===== config.mk =====
export PLATFORM = sky130hd
export DESIGN_NAME = firebird7_in_gate1_tessent_data_mux_ctrl
export DESIGN_NICKNAME = d
export VERILOG_FILES = /design/src/rtl/firebird7_in_gate1_data_mux_ctrl_pkg.sv /design/src/rtl/firebird7_in_gate1_data_mux_tdr.sv /design/src/rtl/firebird7_in_gate1_tessent_data_mux_ctrl.sv
export SDC_FILE = /design/constraint.sdc
export NUM_CORES = 1
export LEC_CHECK = 0
export ABC_AREA = 1
export BUFFER_PORTS_ARGS = -buffer_cell sky130_fd_sc_hd__buf_2
export CORE_MARGIN = 4
export CORE_UTILIZATION = 55
export CTS_CLUSTER_DIAMETER = 50
export DETAILED_ROUTE_END_ITERATION = 6
export GPL_TIMING_DRIVEN = 0
export PLACE_DENSITY_LB_ADDON = 0.12
export RECOVER_POWER = 25
export SLEW_MARGIN = 10
export SYNTH_ARGS = -nofsm -noshare
export SYNTH_HDL_FRONTEND = slang
export SYNTH_SLANG_ARGS = --single-unit

===== constraint.sdc =====
create_clock -name ijtag_tck -period 1.7 [get_ports ijtag_tck]
set_clock_uncertainty 0.15 [all_clocks]
set_input_delay 0.34 -clock ijtag_tck [delete_from_list [all_inputs] [get_ports ijtag_tck]]
set_output_delay 0.34 -clock ijtag_tck [all_outputs]
set_load 0.02 [all_outputs]

===== src/rtl/firebird7_in_gate1_data_mux_ctrl_pkg.sv =====
// Shared types and TDR field layout for the gate1 data mux IJTAG controller.
package firebird7_in_gate1_data_mux_ctrl_pkg;

  // Bit 2 of the encoding is the mux select, so ijtag_select comes straight
  // off a state flop and cannot glitch on state changes.
  typedef enum logic [2:0] {
    ST_IDLE    = 3'b000,
    ST_WAIT    = 3'b001,
    ST_ABORT   = 3'b010,
    ST_ACTIVE  = 3'b100,
    ST_RELEASE = 3'b101
  } state_e;

  localparam int SEL_STATE_BIT = 2;

  // TDR layout: {ERR, EN, DATA[WIDTH-1:0]}
  function automatic int data_lsb();
    return 0;
  endfunction

  function automatic int en_bit(int width);
    return width;
  endfunction

  function automatic int err_bit(int width);
    return width + 1;
  endfunction

  // One counter serves both the takeover timeout and the release guard.
  function automatic int cnt_width(int timeout_cycles, int guard_cycles);
    int top;
    top = (timeout_cycles > guard_cycles) ? timeout_cycles : guard_cycles;
    return $clog2(top + 1);
  endfunction

endpackage


===== src/rtl/firebird7_in_gate1_data_mux_tdr.sv =====
// WIDTH+2 bit IJTAG TDR with capture/shift/update and the shadow data register.
module firebird7_in_gate1_data_mux_tdr
  import firebird7_in_gate1_data_mux_ctrl_pkg::*;
#(
  parameter int WIDTH = 19
) (
  input  logic             ijtag_tck,
  input  logic             ijtag_reset,
  input  logic             ijtag_sel,
  input  logic             ijtag_ce,
  input  logic             ijtag_se,
  input  logic             ijtag_ue,
  input  logic             ijtag_si,
  input  logic [WIDTH-1:0] functional_data_in,
  input  logic             cap_err,
  input  logic             cap_select,
  output logic             ijtag_so,
  output logic [WIDTH-1:0] shadow_data,
  output logic             takeover_en,
  output logic             err_clr
);

  localparam int TDR_W   = WIDTH + 2;
  localparam int DATA_LO = data_lsb();
  localparam int EN_IDX  = en_bit(WIDTH);
  localparam int ERR_IDX = err_bit(WIDTH);

  logic [TDR_W-1:0] shift_reg_q, shift_reg_d;
  logic [WIDTH-1:0] shadow_q, shadow_d;
  logic             takeover_en_q, takeover_en_d;

  // TDR operation select: capture beats shift beats update, all gated by sel.
  always_comb begin
    shift_reg_d   = shift_reg_q;
    shadow_d      = shadow_q;
    takeover_en_d = takeover_en_q;
    err_clr       = 1'b0;
    if (ijtag_sel) begin
      if (ijtag_ce) begin
        shift_reg_d = {cap_err, cap_select, functional_data_in};
      end else if (ijtag_se) begin
        shift_reg_d = {ijtag_si, shift_reg_q[TDR_W-1:1]};
      end else if (ijtag_ue) begin
        shadow_d      = shift_reg_q[EN_IDX-1:DATA_LO];
        takeover_en_d = shift_reg_q[EN_IDX];
        err_clr       = shift_reg_q[ERR_IDX];
      end
    end
  end

  // TDR and shadow registers.
  always_ff @(posedge ijtag_tck or negedge ijtag_reset) begin
    if (!ijtag_reset) begin
      shift_reg_q   <= '0;
      shadow_q      <= '0;
      takeover_en_q <= 1'b0;
    end else begin
      shift_reg_q   <= shift_reg_d;
      shadow_q      <= shadow_d;
      takeover_en_q <= takeover_en_d;
    end
  end

  assign ijtag_so    = shift_reg_q[0];
  assign shadow_data = shadow_q;
  assign takeover_en = takeover_en_q;

endmodule


===== src/rtl/firebird7_in_gate1_tessent_data_mux_ctrl.sv =====
// IJTAG-side controller for the gate1 data mux: TDR plus takeover handshake FSM.
// Optional build macro FIREBIRD7_DATA_MUX_CTRL_FORCE_EN: a WAIT timeout forces
// the takeover (ACTIVE) instead of aborting; ABORT becomes unreachable.
//
// state   | meaning
// --------+-----------------------------------------------------------
// IDLE    | functional side owns the mux, waiting for takeover_en
// WAIT    | takeover requested, waiting for func_idle (timeout counted)
// ACTIVE  | IJTAG owns the mux (select=1)
// RELEASE | release requested, select held for the guard interval
// ABORT   | timeout without func_idle; parked until takeover_en drops
module firebird7_in_gate1_tessent_data_mux_ctrl
  import firebird7_in_gate1_data_mux_ctrl_pkg::*;
#(
  parameter int WIDTH          = 19,
  parameter int TIMEOUT_CYCLES = 255,
  parameter int GUARD_CYCLES   = 2
) (
  input  logic             ijtag_tck,
  input  logic             ijtag_reset,
  input  logic             ijtag_sel,
  input  logic             ijtag_ce,
  input  logic             ijtag_se,
  input  logic             ijtag_ue,
  input  logic             ijtag_si,
  output logic             ijtag_so,
  input  logic [WIDTH-1:0] functional_data_in,
  input  logic             func_idle,
  output logic [WIDTH-1:0] ijtag_data_in_out,
  output logic             ijtag_select,
  output logic             takeover_err
);

  localparam int CNT_W = cnt_width(TIMEOUT_CYCLES, GUARD_CYCLES);
  localparam logic [CNT_W-1:0] TIMEOUT_TC = CNT_W'(TIMEOUT_CYCLES - 1);
  // A zero guard still spends one cycle in RELEASE.
  localparam logic [CNT_W-1:0] GUARD_TC =
    CNT_W'((GUARD_CYCLES == 0) ? 0 : GUARD_CYCLES - 1);

  state_e            state_q, state_d;
  logic [CNT_W-1:0]  cnt_q, cnt_d;
  logic              takeover_err_q, takeover_err_d;
  logic              takeover_en;
  logic              err_clr;

  firebird7_in_gate1_data_mux_tdr #(
    .WIDTH(WIDTH)
  ) u_tdr (
    .ijtag_tck         (ijtag_tck),
    .ijtag_reset       (ijtag_reset),
    .ijtag_sel         (ijtag_sel),
    .ijtag_ce          (ijtag_ce),
    .ijtag_se          (ijtag_se),
    .ijtag_ue          (ijtag_ue),
    .ijtag_si          (ijtag_si),
    .functional_data_in(functional_data_in),
    .cap_err           (takeover_err_q),
    .cap_select        (ijtag_select),
    .ijtag_so          (ijtag_so),
    .shadow_data       (ijtag_data_in_out),
    .takeover_en       (takeover_en),
    .err_clr           (err_clr)
  );

  // Next-state, counter and sticky error; a timeout set wins over a same-cycle clear.
  always_comb begin
    state_d        = state_q;
    cnt_d          = cnt_q;
    takeover_err_d = takeover_err_q;
    if (err_clr) begin
      takeover_err_d = 1'b0;
    end
    case (state_q)
      ST_IDLE: begin
        if (takeover_en) begin
          cnt_d   = '0;
          state_d = ST_WAIT;
        end
      end
      ST_WAIT: begin
        if (!takeover_en) begin
          state_d = ST_IDLE;
        end else if (func_idle) begin
          state_d = ST_ACTIVE;
        end else if (cnt_q == TIMEOUT_TC) begin
          takeover_err_d = 1'b1;
`ifdef FIREBIRD7_DATA_MUX_CTRL_FORCE_EN
          state_d = ST_ACTIVE;
`else
          state_d = ST_ABORT;
`endif
        end else begin
          cnt_d = cnt_q + 1'b1;
        end
      end
      ST_ACTIVE: begin
        if (!takeover_en) begin
          cnt_d   = '0;
          state_d = ST_RELEASE;
        end
      end
      ST_RELEASE: begin
        if (takeover_en) begin
          state_d = ST_ACTIVE;
        end else if (cnt_q >= GUARD_TC) begin
          state_d = ST_IDLE;
        end else begin
          cnt_d = cnt_q + 1'b1;
        end
      end
      ST_ABORT: begin
        if (!takeover_en) begin
          state_d = ST_IDLE;
        end
      end
      default: begin
        state_d = ST_IDLE;
      end
    endcase
  end

  // State, counter and error registers.
  always_ff @(posedge ijtag_tck or negedge ijtag_reset) begin
    if (!ijtag_reset) begin
      state_q        <= ST_IDLE;
      cnt_q          <= '0;
      takeover_err_q <= 1'b0;
    end else begin
      state_q        <= state_d;
      cnt_q          <= cnt_d;
      takeover_err_q <= takeover_err_d;
    end
  end

  assign ijtag_select = state_q[SEL_STATE_BIT];
  assign takeover_err = takeover_err_q;

endmodule


== Yosys cells after proc, flatten, opt, wreduce, memory -nomap -nowiden ==
Cells that the tools add are included.

* $add $sub $neg: 1
* Order comparisons: 1
* Equality and inequality tests: 15
* Muxes and demuxes: 28
* Bitwise logic cells: 2
* Reduce and logical (&&, ||, !) cells: 7

{| class="wikitable"
|+ Operators by type and width
! operator !! count
|-
| 8-bit 2-to-1 mux || 7
|-
| 21-bit 2-to-1 mux || 2
|-
| 8-bit one-hot mux with 4 select lines || 1
|-
| 3-bit 2-to-1 mux || 8
|-
| 3-bit one-hot mux with 5 select lines || 1
|-
| 2-bit != test (second input constant) || 6
|-
| 1-bit 2-to-1 mux || 9
|-
| 8-bit by 1-bit adder with 8-bit output (second input constant) || 1
|-
| 8-bit == test (second input constant) || 1
|-
| 8-bit by 1-bit >= comparator with 1-bit output (second input constant) || 1
|-
| 8-bit AND reduction || 1
|-
| 3-bit == test (second input constant) || 2
|-
| 5-bit AND reduction || 1
|-
| 2-bit by 1-bit != test with 1-bit output (second input constant) || 2
|-
| 4-bit != test (second input constant) || 1
|-
| 4-bit AND reduction || 1
|-
| 4-bit nonzero test || 1
|-
| 3-bit by 1-bit == test with 1-bit output (second input constant) || 1
|-
| 3-bit by 2-bit == test with 1-bit output (second input constant) || 1
|-
| 3-bit zero test || 1
|-
| 3-bit by 2-bit != test with 1-bit output (second input constant) || 1
|-
| 1-bit inverter || 2
|-
| 2-bit AND reduction || 1
|-
| 2-bit nonzero test || 1
|}

* Flip-flop bits (word level): 53
* Input port bits: 27
* Output and inout bits: 22
* Word-level logic and storage cells: 60

== Logic depth before layout (Yosys ltp) ==
Gate-level depths: netlist of run 1.

* Depth in word-level cells: 9
* Gate-level depth with buffers: 10

== Hierarchy ==
Synthesis of run 1 repeated with hierarchy kept, for this count alone.

* Cells, all modules: 383
* Area, all modules: 2756.4 um^2

{| class="wikitable"
|+ Modules (own cells, without submodules)
! module !! instances !! cells an instance !! area an instance (um^2) !! sequential area each (um^2)
|-
| firebird7_in_gate1_data_mux_tdr || 1 || 251 || 1860.5 || 1026.0
|-
| firebird7_in_gate1_tessent_data_mux_ctrl || 1 || 132 || 895.9 || 300.3
|}

== Worst setup path after synthesis of run 1 ==
OpenSTA, ideal clock, no wires.

* Kind: register to register
* Start: register cnt_q[0]
* End: register cnt_q[6]
* Setup time: 116 ps
* Arrival: 1267 ps
* Data required time: 1434 ps
* Slack: 167 ps
* Stages on the path, launching flop included: 11
* Period minus slack after synthesis: 1533 ps
* Cells stage by stage: dfrtp_1 -> inv_1 -> ha_1 -> nand2_1 -> nor2_1 -> nand2_2 -> nor2_4 -> nor2_4 -> nand2_4 -> nand2_1 -> nand2_1

* Word-level cells in the longest chain between the ends: 5

{| class="wikitable"
|+ RTL lines
! element !! line !! text
|-
| from (decl) || firebird7_in_gate1_tessent_data_mux_ctrl.sv:41 || <nowiki>logic [CNT_W-1:0] cnt_q, cnt_d;</nowiki>
|-
| from (signal assigned) || firebird7_in_gate1_tessent_data_mux_ctrl.sv:130 || <nowiki>cnt_q <= cnt_d;</nowiki>
|-
| 8-bit by 1-bit adder with 8-bit output || firebird7_in_gate1_tessent_data_mux_ctrl.sv:93, firebird7_in_gate1_tessent_data_mux_ctrl.sv:108 ||
|-
| 8-bit 2-to-1 mux || firebird7_in_gate1_tessent_data_mux_ctrl.sv:85 || <nowiki>end else if (cnt_q == TIMEOUT_TC) begin</nowiki>
|-
| 8-bit 2-to-1 mux || firebird7_in_gate1_tessent_data_mux_ctrl.sv:83 || <nowiki>end else if (func_idle) begin</nowiki>
|-
| 8-bit 2-to-1 mux || firebird7_in_gate1_tessent_data_mux_ctrl.sv:81 || <nowiki>if (!takeover_en) begin</nowiki>
|-
| 8-bit one-hot mux with 4 select lines || firebird7_in_gate1_tessent_data_mux_ctrl.sv:73 || <nowiki>case (state_q)</nowiki>
|}

Several ways; a longest one is shown, not always the timed one. The select of a mux whose other input is x is not followed.
A chain may end at the register's enable or synchronous reset.

== Worst setup path after layout of run 1 ==
* Start: register cnt_q[1]
* End: register cnt_q[7]

Same word-level chain as after synthesis.

==> results of run 1 <==
-- cell usage after synthesis --
cell type	count
nand2_1	105
dfrtp_1	53
o21ai_0	53
inv_1	32
nor2_1	23
nand3_1	14
o21ai_1	10
buf_2	7
clkbuf_1	7
nand2_2	5
ha_1	4
nor2_2	4
nor2_4	4
inv_2	3
a21oi_1	2
nand2_4	2
nand3b_1	2
nand4_1	2
o211ai_1	2
xor2_1	2
o21ai_4	1
o21bai_1	1
or2_1	1
xnor2_1	1
-- per-layer routing --
layer / track usage, % / share of wire, % / vias to the layer above / wire (um)
li1: - / - / 1190 / -
met1: 27.1 / 47 / 1097 / 2730
met2: 33.0 / 47 / 67 / 2760
met3: 3.25 / 4.6 / 8 / 267
met4: 6.23 / 1.2 / 0 / 70
met5: 0 / 0 / - / 0
-- power breakdown --
group          total, mW  switching (mW)  internal [mW]  leakage [nW]
Clock              0.841           0.412          0.429        0.0540
Sequential          1.62           0.141           1.48         0.683
Combinational       1.17           0.767          0.403         0.832
Total               3.63            1.32           2.31          1.57
-- registers in the layout, summed over array words and instances, names as in the netlist --
name               cells
takeover_err           1
u_tdr.shadow_data     19
u_tdr.shift_reg_q     21
state_q                3
u_tdr.takeover_en      1
cnt_q                  8
-- placed cells by master (no fill, tap or decap) --
| cell | n |
|---|---|
| a21oi_1 | 2 |
| buf_2 | 50 |
| buf_4 | 6 |
| bufinv_16 | 1 |
| clkbuf_1 | 10 |
| clkbuf_4 | 1 |
| clkbuf_8 | 5 |
| clkinv_2 | 1 |
| dfrtp_1 | 51 |
| dfrtp_2 | 2 |
| dlygate4sd3_1 | 1 |
| ha_1 | 3 |
| ha_2 | 1 |
| inv_1 | 30 |
| inv_2 | 5 |
| nand2_1 | 101 |
| nand2_2 | 9 |
| nand2_4 | 2 |
| nand3_1 | 14 |
| nand3b_1 | 2 |
| nand4_1 | 2 |
| nor2_1 | 21 |
| nor2_2 | 6 |
| nor2_4 | 4 |
| o211ai_1 | 2 |
| o21ai_0 | 59 |
| o21ai_1 | 4 |
| o21ai_4 | 1 |
| o21bai_1 | 1 |
| or2_1 | 1 |
| xnor2_1 | 1 |
| xor2_1 | 2 |
-- layout make-up --
type                       count  area share, %
buffer                        14           1.82
clock buffer                   5           2.17
clock inverter                 2           1.11
inverter                      35           4.15
multi-input combinational    238           36.9
sequential                    53           42.0
tap                           67           2.65
timing repair buffer          54           9.25
-- cell families after synthesis --
| family | synth area share, % |
|---|---|
| AOI/OAI and AO/OA | 13.6 |
| xor gates and xnor gates | 0.985 |
| adders and majority gates | 1.88 |
| buffers and inverters | 7.22 |
| DFF | 49.7 |
| and+or+nand+nor | 26.5 |
-- per-stage QoR --
stage               setup slack, ns  total power [mW]  setup TNS, ns  util, %
detailed placement          -0.0350              2.72         -0.218     63.2
finish                       0.0797              3.63              0     67.0
global route               -0.00863              3.87        -0.0210     67.0
floorplan                     0.167              2.38              0        -
global placement           -0.00532              2.69        -0.0145     63.2
CTS                          0.0239              3.58              0     65.9
-- what timing repair did --
action,in CTS,in global routing
endpoints found under the setup margin,8,9
endpoints found under the hold margin,0,53
gates resized for setup,0,11
buffers inserted,3,3
pin swaps,1,7
hold buffers,0,1
-- how the worst max path moves through the flow --
stage	from	end	slack (ns)
after global placement	cnt_q[0]	cnt_q[6]	-0.005
after global routing	cnt_q[1]	cnt_q[7]	-0.009
after floorplan	cnt_q[0]	cnt_q[6]	0.17
final	cnt_q[1]	cnt_q[7]	0.08
after detailed placement	cnt_q[0]	cnt_q[7]	-0.03
after CTS	cnt_q[1]	cnt_q[0]	0.02
-- worst register-to-register path: stages, from the launching register on --
cell and delay, ns:
dfrtp_2 0.43, inv_2 0.05, ha_1 0.17, nor2_1 0.11, nand2_2 0.11, o21ai_4 0.24
nand2_4 0.13, nand2_2 0.10, nand2_2 0.05
==> reports/summary.json, run 1 <==
{
  "outcome": {"value": "completed"},
  "r2r_start": {"value": "cnt_q[1]"},
  "finalHoldViolations": {"value": 0},
  "remaining_drc_errors": {"value": 0},
  "ys_seq_area_share": {"value": 49.7, "unit": "%"},
  "finalHoldWorstSlack": {"value": 0.141, "unit": "ns"},
  "path_cells": {"value": "inv_2 > ha_1 > nor2_1 > nand2_2 > o21ai_4 > nand2_4 > nand2_2 > nand2_2"},
  "regToRegEndpoint": {"value": "cnt_q[7]"},
  "fin_crit_sh": {"value": 95.3, "unit": "%"},
  "post_synth_num_cell_types": {"value": 24},
  "critPathKind": {"value": "flip-flop to flip-flop"},
  "cpMaxStageDelayCell": {"value": "dfrtp_2"},
  "die_width": {"value": 77.6, "unit": "um"},
  "path_max_fanout": {"value": 8},
  "synthDominantAreaCellType": {"value": "dfrtp_1"},
  "setup.reg_to_reg.worst_slack": {"value": 0.08, "unit": "ns"},
  "num_cts_buffers": {"value": 5},
  "i_o_pin_count": {"value": 49},
  "tritoncts": {"value": "built"},
  "wire_per_inst": {"value": 12.5, "unit": "um"},
  "initial_utilization": {"value": 56.5, "unit": "%"},
  "finish.instance_area": {"value": 0.00316, "unit": "sq mm"},
  "detailedRoute.firstPassIterationCount": {"value": 4},
  "rsz0062_at_grt": {"value": "true"},
  "detailroute.via_count": {"value": 2362},
  "drt_iter0_markers": {"value": 139},
  "min_period": {"value": 1.62, "unit": "ns"},
  "antennaDiodeCount": {"value": 0},
  "row_count": {"value": 25},
  "fill_cells": {"value": 416},
  "hold_path_end": {"value": "u_tdr.shift_reg_q[20]"},
  "grt_pass1_wl": {"value": 9780, "unit": "um"},
  "synthesis.area": {"value": 0.00267, "unit": "sq mm"},
  "synth_nets": {"value": 371},
  "syn_avg_cell_area": {"value": 7.85, "unit": "sq um"},
  "grt_antenna_before_repair": {"value": 0},
  "timing.final.max_slew_violations": {"value": 0},
  "place.gp.congestion": {"value": 0.841},
  "placement.cell_area": {"value": 0.00299, "unit": "sq mm"},
  "fp.coreArea": {"value": 0.00472, "unit": "sq mm"},
  "yosys_warnings": {"value": 0},
  "clock_path_buffers": {"value": 2},
  "htree_num_levels": {"value": 2},
  "final_net_count": {"value": 432},
  "largest_delay_contributor_family_on_the_critical_path": {"value": "simple AND/OR/NAND/NOR gates"},
  "final_layout_size_suffix_gt1_share": {"value": 23.4, "unit": "%"},
  "holdCritPathClass": {"value": "primary input to flip-flop"},
  "endpoint_class_of_the_critical_path": {"value": "flip-flop"},
  "relSlewSlack": {"value": 51.9, "unit": "%"},
  "timing.critical_path.required": {"value": 1.76, "unit": "ns"},
  "path_clk_slew": {"value": 0.09, "unit": "ns"},
  "synthDominantCellAreaShare": {"value": 49.7, "unit": "%"},
  "drt-vias-per-instance": {"value": 5.05},
  "postRouteWirelength": {"value": 5830, "unit": "um"},
  "clock_latency": {"value": 0.30, "unit": "ns"},
  "worst_setup_path_start_kind": {"value": "flip-flop"},
  "ys_seq_elements": {"value": 53},
  "whs_path_depth": {"value": 3},
  "power.density_cell_area": {"value": 1150, "unit": "mW/mm^2"},
  "cpPeakStageDelay": {"value": 0.43, "unit": "ns"},
  "via_count_of_the_first_global_routing_pass": {"value": 2179},
  "critPathBufInv": {"value": 1},
  "layout-area-overhead-vs-synth": {"value": 18.6, "unit": "%"},
  "worst-r2r-cell-count": {"value": 8},
  "layout.area.seq": {"value": 0.00133, "unit": "sq mm"},
  "peakVddDrop": {"value": 0.555, "unit": "mV"},
  "max_cap_violations": {"value": 0},
  "p_leak": {"value": 1.57, "unit": "nW"},
  "syn_inst_count": {"value": 340},
  "dp_hpwl": {"value": 4100, "unit": "um"},
  "overflow": {"value": 0},
  "placed_cells": {"value": 454},
  "die_area": {"value": 0.00603, "unit": "sq mm"},
  "critPathArrivalTime": {"value": 1.68, "unit": "ns"},
  "io_buffer_count": {"value": 47},
  "multi_input_area": {"value": 0.00117, "unit": "sq mm"},
  "worst-slew-pin-transition": {"value": 0.721, "unit": "ns"},
  "drt.antenna.violating_nets": {"value": 0},
  "max_clock_freq": {"value": 617, "unit": "MHz"},
  "fin_cells": {"value": 468},
  "cts.root.buffer_cell": {"value": "clkbuf_8"},
  "synth_area_leaders": {"value": "dfrtp_1, nand2_1, o21ai_0"},
  "holdCritStartpoint": {"value": "ijtag_si"},
  "die_height": {"value": 77.6, "unit": "um"},
  "gr-usage-all-layers": {"value": 20.0, "unit": "%"},
  "critPathMostFrequentCell": {"value": "nand2_2"},
  "pin_count_of_the_biggest_net_entering_global_routing": {"value": 54},
  "crit_cells": {"value": 8},
  "finalSetupViolCount": {"value": 0},
  "clock_sinks": {"value": 53}
}
No activity file was read; power rests on OpenSTA's default activity.
==> inputs of run 2 (changes only) <==
- CORE_UTILIZATION: 55 -> 56
- SYNTH_HIERARCHICAL: default -> 1
==> run 2 against run 1 <==
Worst setup slack got worse by 0.042 ns. Sequential power increased by 4%. Routed wire length increased by 7.2%. Maximum frequency decreased by 2.5%. Synthesized cell count increased by 13%. Register-to-register slack got worse by 0.04 ns.
==> reports/summary.json, run 2 <==
{
  "syn_inst_count": {"value": 383, "change": "+13%"},
  "max_cap_violations": {"value": 0, "change": "unchanged"},
  "path_clk_slew": {"value": 0.08, "unit": "ns", "change": "about the same"},
  "regMostFlops": {"value": "u_tdr/shift_reg_q"},
  "peakVddDrop": {"value": 0.550, "unit": "mV", "change": "-1.0%"},
  "intPower": {"value": 2.28, "unit": "mW", "change": "-1.5%"},
  "worst_setup_path_start_kind": {"value": "flip-flop"},
  "finalSetupViolCount": {"value": 0, "change": "unchanged"},
  "io_buffer_count": {"value": 48, "change": "+2.1%"},
  "detailroute.via_count": {"value": 2551, "change": "+8.0%"},
  "dp_worst_setup_slack": {"value": -0.0181, "unit": "ns", "change": "+0.0169 ns"},
  "via_count_of_the_first_global_routing_pass": {"value": 2395, "change": "+9.9%"},
  "largest_delay_contributor_family_on_the_critical_path": {"value": "flip-flops"},
  "synthDominantAreaCellType": {"value": "dfrtp_1"},
  "p_leak": {"value": 1.87, "unit": "nW", "change": "+19%"},
  "min_period": {"value": 1.66, "unit": "ns", "change": "+0.0417 ns"},
  "postRouteWirelength": {"value": 6260, "unit": "um", "change": "+7.2%"},
  "synth_area_leaders": {"value": "dfrtp_1, nand2_1, nand3_1"},
  "power.share.switching": {"value": 40.3, "unit": "%", "change": "+4.0 points"},
  "power.combinational.fraction": {"value": 38.4, "unit": "%", "change": "+6.2 points"},
  "timing.final.max_slew_violations": {"value": 0, "change": "unchanged"},
  "placed_cells": {"value": 498, "change": "+9.7%"},
  "worst-slew-pin-transition": {"value": 0.651, "unit": "ns", "change": "-0.0695 ns"},
  "syn_avg_cell_area": {"value": 7.20, "unit": "sq um", "change": "-8.3%"},
  "synth-edff-count": {"value": 0, "change": "unchanged"},
  "cts.root.buffer_cell": {"value": "clkbuf_8"},
  "worst-r2r-cell-count": {"value": 8, "change": "unchanged"},
  "synth_nets": {"value": 414, "change": "+12%"},
  "path_max_fanout": {"value": 5, "change": "-3"},
  "grt_util_met1": {"value": 26.9, "unit": "%", "change": "-0.27 points"},
  "holdCritPathClass": {"value": "primary input to flip-flop"},
  "hold_path_end": {"value": "u_tdr/shift_reg_q[5]"},
  "critPathKind": {"value": "flip-flop to flip-flop"},
  "placement.cell_area": {"value": 0.00308, "unit": "sq mm", "change": "+3.1%"},
  "tritoncts": {"value": "built"},
  "final_layout_size_suffix_gt1_share": {"value": 22.0, "unit": "%", "change": "-1.5 points"},
  "grt_pass1_wl": {"value": 10300, "unit": "um", "change": "+5.4%"},
  "relSlewSlack": {"value": 56.6, "unit": "%", "change": "+4.6 points"},
  "setup.reg_to_reg.worst_slack": {"value": 0.04, "unit": "ns", "change": "-0.04 ns"},
  "ys_async_sr_fraction": {"value": 100, "unit": "%", "change": "unchanged"},
  "timing.final.ws_setup": {"value": 0.0380, "unit": "ns", "change": "-0.0417 ns"},
  "row_count": {"value": 25, "change": "unchanged"},
  "die_height": {"value": 78.2, "unit": "um", "change": "+0.66%"},
  "post_synth_num_cell_types": {"value": 24, "change": "unchanged"},
  "die_area": {"value": 0.00611, "unit": "sq mm", "change": "+1.3%"},
  "critPathArrivalTime": {"value": 1.71, "unit": "ns", "change": "+0.03 ns"},
  "fin_crit_sh": {"value": 97.8, "unit": "%", "change": "+2.5 points"},
  "path_cells": {"value": "inv_2 > ha_2 > inv_2 > nand3_4 > o21ai_4 > nand3_4 > nand2_2 > nand2_1"},
  "fp.coreArea": {"value": 0.00475, "unit": "sq mm", "change": "+0.66%"},
  "place.gp.congestion": {"value": 0.802, "change": "-4.6%"},
  "fin_cells": {"value": 513, "change": "+9.6%"},
  "outcome": {"value": "completed"},
  "pin_count_of_the_biggest_net_entering_global_routing": {"value": 54, "change": "unchanged"},
  "wire_per_inst": {"value": 12.2, "unit": "um", "change": "-2.2%"},
  "most_frequent_cell_after_synthesis": {"value": "nand2_1"},
  "critical_path.startpoint": {"value": "cnt_q[1]"},
  "commonest_cells_in_the_netlist": {"value": "nand2_1, dfrtp_1, nand3_1"},
  "clock_latency": {"value": 0.29, "unit": "ns", "change": "about the same"},
  "regToRegEndpoint": {"value": "cnt_q[5]"},
  "antennaDiodeCount": {"value": 0, "change": "unchanged"},
  "power.density_cell_area": {"value": 1150, "unit": "mW/mm^2", "change": "+0.22%"},
  "clkPwrFrac": {"value": 17.4, "unit": "%", "change": "-5.8 points"},
  "gr-usage-all-layers": {"value": 21.0, "unit": "%", "change": "+1.0 points"},
  "finish.instance_area": {"value": 0.00332, "unit": "sq mm", "change": "+4.9%"},
  "crit_cells": {"value": 8, "change": "unchanged"},
  "drt.antenna.violating_nets": {"value": 0, "change": "unchanged"},
  "most_common_library_cell_in_the_layout_ignoring_fill_and_taps": {"value": "nand2_1"},
  "holdCritStartpoint": {"value": "functional_data_in[5]"},
  "finalHoldWorstSlack": {"value": 0.180, "unit": "ns", "change": "+0.0399 ns"},
  "remaining_drc_errors": {"value": 0, "change": "unchanged"},
  "ys_seq_elements": {"value": 53, "change": "unchanged"},
  "ys_seq_area_share": {"value": 48.1, "unit": "%", "change": "-1.6 points"},
  "grt_antenna_before_repair": {"value": 0, "change": "unchanged"},
  "fill_cells": {"value": 431, "change": "+3.6%"},
  "timing.critical_path.required": {"value": 1.74, "unit": "ns", "change": "-0.02 ns"},
  "num_cts_buffers": {"value": 5, "change": "unchanged"},
  "final_net_count": {"value": 476, "change": "+10%"},
  "drt_iter0_markers": {"value": 177, "change": "+27%"},
  "drt-vias-per-instance": {"value": 4.97, "change": "-1.5%"},
  "clock_path_buffers": {"value": 2, "change": "unchanged"},
  "die_width": {"value": 78.2, "unit": "um", "change": "+0.66%"},
  "critPathBufInv": {"value": 2, "change": "+1"},
  "yosys_most_used_dff": {"value": "dfrtp_1"},
  "final_cell_mix": {"value": "nand2_1, buf_2, dfrtp_1"},
  "cpMaxStageDelayCell": {"value": "dfrtp_2"},
  "detailedRoute.firstPassIterationCount": {"value": 4, "change": "unchanged"},
  "synthesis.area": {"value": 0.00276, "unit": "sq mm", "change": "+3.3%"},
  "max_clock_freq": {"value": 602, "unit": "MHz", "change": "-2.5%"},
  "cpPeakStageDelay": {"value": 0.44, "unit": "ns", "change": "about the same"},
  "busiest_layer": {"value": "met2"},
  "grtUsageMet2": {"value": 37.0, "unit": "%", "change": "+4.0 points"},
  "overflow": {"value": 0, "change": "unchanged"},
  "largest_register_ffs": {"value": 21, "change": "unchanged"},
  "finalHoldViolations": {"value": 0, "change": "unchanged"},
  "initial_utilization": {"value": 58.0, "unit": "%", "change": "+1.5 points"},
  "i_o_pin_count": {"value": 49, "change": "unchanged"},
  "power.sequential.fraction": {"value": 44.2, "unit": "%", "change": "-0.4 points"},
  "dp_hpwl": {"value": 4330, "unit": "um", "change": "+5.5%"},
  "endpoint_class_of_the_critical_path": {"value": "flip-flop"},
  "yosys_warnings": {"value": 6, "change": "+6"},
  "switchingPower": {"value": 1.54, "unit": "mW", "change": "+17%"},
  "synthDominantCellAreaShare": {"value": 48.1, "unit": "%", "change": "-1.6 points"},
  "layout-area-overhead-vs-synth": {"value": 20.4, "unit": "%"},
  "gr-usage-met3": {"value": 3.78, "unit": "%", "change": "+0.54 points"},
  "power": {"value": 3.82, "unit": "mW", "change": "+5.1%"},
  "clock_sinks": {"value": 53, "change": "unchanged"},
  "whs_path_depth": {"value": 5, "change": "+2"},
  "r2r_start": {"value": "cnt_q[1]"},
  "htree_num_levels": {"value": 2, "change": "unchanged"}
}
## run 2: cell types whose count changed in the layout (fill, tap and decap cells not counted), sizes merged, moves of 4 or more
cell	delta
inv	-12
nand2	+98
nand3	+25
nand4	+4
nor2	-5
o21ai	-61
## run 2: power by group through the flow
stage | registers, mW | clock network [mW] | logic (mW)
after floorplan | 1.80 | 0 | 0.705
final | 1.69 | 0.662 | 1.47
after detailed placement | 1.70 | 0 | 1.20
after CTS | 1.67 | 0.697 | 1.25
after global placement | 1.69 | 0 | 1.17
after global routing | 1.72 | 0.743 | 1.63
## run 2: layout make-up
type	count	area (sq um)	area share (%)
buffer	14	61.3	1.85
timing repair buffer	53	282	8.48
tap	67	83.8	2.53
inverter	23	86.3	2.60
sequential	53	1330	40.0
clock buffer	8	80.1	2.41
multi-input combinational	295	1400	42.1
## run 2: per-layer routing
| metal | wire [um] | part of all wire (%) |
|---|---|---|
| met3 | 243 | 3.9 |
| met2 | 3100 | 50 |
| met4 | 51 | 0.82 |
| met5 | 0 | 0 |
| met1 | 2860 | 46 |
## run 2: worst max-delay path by stage
stage | endpoint
finish | cnt_q[5]
floorplan | cnt_q[3]
CTS | cnt_q[5]
global placement | cnt_q[7]
detailed placement | cnt_q[5]
global route | cnt_q[5]
## run 2: logic make-up after synthesis
logic type / Yosys count / share of synthesized area [%]
fa+ha+maj: 4 / 1.82
flops: 53 / 48.1
compound gates: 6 / 1.41
simple gates: 280 / 42.1
xor+xnor: 3 / 0.953
buf+inv: 37 / 5.58
## run 2: worst register-to-register path, stage by stage, from the launching register on
cell and delay [ns]:
dfrtp_2 0.44, inv_2 0.07, ha_2 0.18, inv_2 0.08, nand3_4 0.08, o21ai_4 0.26
nand3_4 0.16, nand2_2 0.10, nand2_1 0.05
## run 2: repair_timing
item                                    in CTS  in global routing
hold endpoints to repair                     0                 53
pin swaps                                    0                 13
resized for setup                            2                 26
buffers inserted                             2                  2
endpoints found under the setup margin       8                 11
hold buffers                                 0                  1
gates cloned                                 0                  2
## run 2: stage by stage
stage               utilization, %  TNS, ns
global placement              64.8        0
detailed placement            64.8  -0.0625
global route                  69.8   -0.140
finish                        69.8        0
CTS                           67.0        0
floorplan                        -        0
==> inputs of run 3 (changes only) <==
- CELL_PAD_IN_SITES_DETAIL_PLACEMENT: default -> 0
- CELL_PAD_IN_SITES_GLOBAL_PLACEMENT: default -> 2
- CORE_UTILIZATION: 56 -> 31
==> run 3 against run 2 <==
Global-route usage fell by 7.0 points. Core utilization decreased by 31 points. Sequential cell count is the same. Highest routed layer unchanged. Worst setup slack better by 0.039 ns. Non-clock buffer count rose by 1. First-iteration DRC count fell by 37%. Die area grew 71%. Total power increased by 5.4%. Via count down 3.1%. Combinational power about the same. Routed wire length increased by 13%. Register-to-register slack better by 0.04 ns.
==> reports/summary.json, run 3 (synthesized netlist as in run 2, its figures left out) <==
{
  "power.density_cell_area": {"value": 1190, "unit": "mW/mm^2", "change": "+3.8%"},
  "tritoncts": {"value": "built"},
  "final_net_count": {"value": 477, "change": "+0.21%"},
  "p_leak": {"value": 1.88, "unit": "nW", "change": "+0.59%"},
  "num_cts_buffers": {"value": 5, "change": "unchanged"},
  "initial_utilization": {"value": 31.8, "unit": "%", "change": "-26 points"},
  "cts.root.buffer_cell": {"value": "clkbuf_8"},
  "wire_per_inst": {"value": 12.7, "unit": "um", "change": "+4.4%"},
  "fin_crit_sh": {"value": 95.5, "unit": "%", "change": "-2.3 points"},
  "io_buffer_count": {"value": 48, "change": "unchanged"},
  "final_layout_size_suffix_gt1_share": {"value": 21.3, "unit": "%", "change": "-0.67 points"},
  "clock_sinks": {"value": 53, "change": "unchanged"},
  "power": {"value": 4.02, "unit": "mW", "change": "+5.4%"},
  "postRouteWirelength": {"value": 7050, "unit": "um", "change": "+13%"},
  "gr-usage-all-layers": {"value": 14.1, "unit": "%", "change": "-7.0 points"},
  "clock_latency": {"value": 0.30, "unit": "ns", "change": "about the same"},
  "critPathArrivalTime": {"value": 1.72, "unit": "ns", "change": "about the same"},
  "peakVddDrop": {"value": 0.348, "unit": "mV", "change": "-37%"},
  "finalSetupViolCount": {"value": 0, "change": "unchanged"},
  "path_max_fanout": {"value": 5, "change": "unchanged"},
  "grt_pass1_wl": {"value": 11600, "unit": "um", "change": "+12%"},
  "critPathKind": {"value": "flip-flop to flip-flop"},
  "detailedRoute.firstPassIterationCount": {"value": 6, "change": "+2"},
  "worst-slew-pin-transition": {"value": 0.701, "unit": "ns", "change": "+0.0493 ns"},
  "clock_path_buffers": {"value": 2, "change": "unchanged"},
  "critPathMostFrequentCell": {"value": "nand2_1"},
  "htree_num_levels": {"value": 2, "change": "unchanged"},
  "worst-r2r-cell-count": {"value": 10, "change": "+2"},
  "cpMaxStageDelayCell": {"value": "dfrtp_2"},
  "crit_cells": {"value": 10, "change": "+2"},
  "endpoint_class_of_the_critical_path": {"value": "flip-flop"},
  "r2r_start": {"value": "cnt_q[0]"},
  "outcome": {"value": "completed"},
  "max_clock_freq": {"value": 616, "unit": "MHz", "change": "+2.4%"},
  "rsz0062_at_grt": {"value": "true"},
  "row_count": {"value": 34, "change": "+36%"},
  "timing.critical_path.required": {"value": 1.80, "unit": "ns", "change": "+0.06 ns"},
  "max_cap_violations": {"value": 0, "change": "unchanged"},
  "most_common_library_cell_in_the_layout_ignoring_fill_and_taps": {"value": "nand2_1"},
  "regToRegEndpoint": {"value": "cnt_q[7]"},
  "dp_hpwl": {"value": 4880, "unit": "um", "change": "+13%"},
  "pin_count_of_the_biggest_net_entering_global_routing": {"value": 54, "change": "unchanged"},
  "die_area": {"value": 0.0105, "unit": "sq mm", "change": "+71%"},
  "timing.final.max_slew_violations": {"value": 0, "change": "unchanged"},
  "regMostFlops": {"value": "u_tdr/shift_reg_q"},
  "detailroute.via_count": {"value": 2471, "change": "-3.1%"},
  "grt_antenna_before_repair": {"value": 0, "change": "unchanged"},
  "setup.worst_path.end": {"value": "cnt_q[7]"},
  "remaining_drc_errors": {"value": 0, "change": "unchanged"},
  "critical_path.startpoint": {"value": "cnt_q[0]"},
  "path_cells": {"value": "inv_2 > ha_1 > nand2_1 > nor2_2 > nand2_2 > nand2_4 > nand2_8 > nand3_4 > nand2_1 > nand2_1"},
  "finish.utilization": {"value": 38.9, "unit": "%", "change": "-31 points"},
  "largest_delay_contributor_family_on_the_critical_path": {"value": "simple AND/OR/NAND/NOR gates"},
  "layout-area-overhead-vs-synth": {"value": 22.3, "unit": "%"},
  "drt_iter0_markers": {"value": 111, "change": "-37%"},
  "path_clk_slew": {"value": 0.10, "unit": "ns", "change": "+0.02 ns"},
  "antennaDiodeCount": {"value": 0, "change": "unchanged"},
  "min_period": {"value": 1.62, "unit": "ns", "change": "-0.0391 ns"},
  "place.gp.congestion": {"value": 0.711, "change": "-11%"},
  "relSlewSlack": {"value": 53.3, "unit": "%", "change": "-3.3 points"},
  "cpPeakStageDelay": {"value": 0.45, "unit": "ns", "change": "about the same"},
  "critPathBufInv": {"value": 1, "change": "-1"},
  "finalHoldViolations": {"value": 0, "change": "unchanged"},
  "die_height": {"value": 102, "unit": "um", "change": "+31%"},
  "holdCritPathClass": {"value": "primary input to flip-flop"},
  "overflow": {"value": 0, "change": "unchanged"},
  "setup.reg_to_reg.worst_slack": {"value": 0.08, "unit": "ns", "change": "+0.04 ns"},
  "drt-vias-per-instance": {"value": 4.46, "change": "-10%"},
  "i_o_pin_count": {"value": 49, "change": "unchanged"},
  "drt.antenna.violating_nets": {"value": 0, "change": "unchanged"},
  "die_width": {"value": 102, "unit": "um", "change": "+31%"},
  "final_cell_mix": {"value": "nand2_1, buf_2, dfrtp_1"},
  "finalHoldWorstSlack": {"value": 0.169, "unit": "ns", "change": "-0.0118 ns"},
  "via_count_of_the_first_global_routing_pass": {"value": 2352, "change": "-1.8%"},
  "fp.coreArea": {"value": 0.00868, "unit": "sq mm", "change": "+83%"},
  "largest_register_ffs": {"value": 21, "change": "unchanged"},
  "worst_setup_path_start_kind": {"value": "flip-flop"}
}
## run 3: worst min-delay path, stage by stage
cell	delay [ns]
buf_2	0.07
nand2_1	0.04
nand2_1	0.05
nand2_1	0.04
nand2_1	0.04
## run 3: how the worst min path moves through the flow
stage / from / to / slack, ns / cells past startpoint
after global routing: functional_data_in[13] / u_tdr/shift_reg_q[13] / 0.19 / 5
after detailed placement: ijtag_reset / cnt_q[3] / 0.29 / 1
after global placement: u_tdr/shadow_data[14] / u_tdr/shadow_data[14] / 0.30 / 2
after CTS: functional_data_in[15] / u_tdr/shift_reg_q[15] / 0.16 / 5
final: functional_data_in[15] / u_tdr/shift_reg_q[15] / 0.17 / 5
after floorplan: ijtag_reset / cnt_q[0] / -0.11 / 0
## run 3: layout make-up
cell class,instances,area [sq um]
tap,108,135
clock buffer,5,68.8
sequential,53,1330
inverter,23,86.3
timing repair buffer,54,293
fill,959,5310
multi-input combinational,295,1360
buffer,14,61.3
clock inverter,2,35.0
## run 3: where the power goes
part           total [mW]  switching (mW)  internal, mW
clock               0.850           0.421         0.429
sequential           1.70           0.218          1.48
combinational        1.47           0.966         0.506
total                4.02            1.60          2.42
## run 3: stage by stage
step           setup slack, ns  std cells  cell area, sq um  TNS [ns]
6_report                0.0771        554              3370         0
5_1_grt                -0.0216        554              3370   -0.0710
4_1_cts                0.00512        549              3280         0
3_5_place_dp           -0.0719        539              3130    -0.324
3_3_place_gp           -0.0812        539              3130    -0.415
2_1_floorplan            0.183        383              2760         0
## run 3: timing repair
item                                    CTS  global route
buffers inserted                          1             4
pin swaps                                 2             7
gates resized for setup                   2            20
cloned                                    1             1
hold buffers                              1             0
endpoints found under the hold margin    53             0
endpoints found under the setup margin    8            11
## run 3: metal layers
layer | global-route usage, % | vias up | wire length (um)
met5 | 0 | - | 0
met4 | 4.24 | 0 | 120
met3 | 2.94 | 9 | 202
met2 | 22.2 | 39 | 3080
met1 | 19.4 | 1110 | 3650
li1 | - | 1313 | -
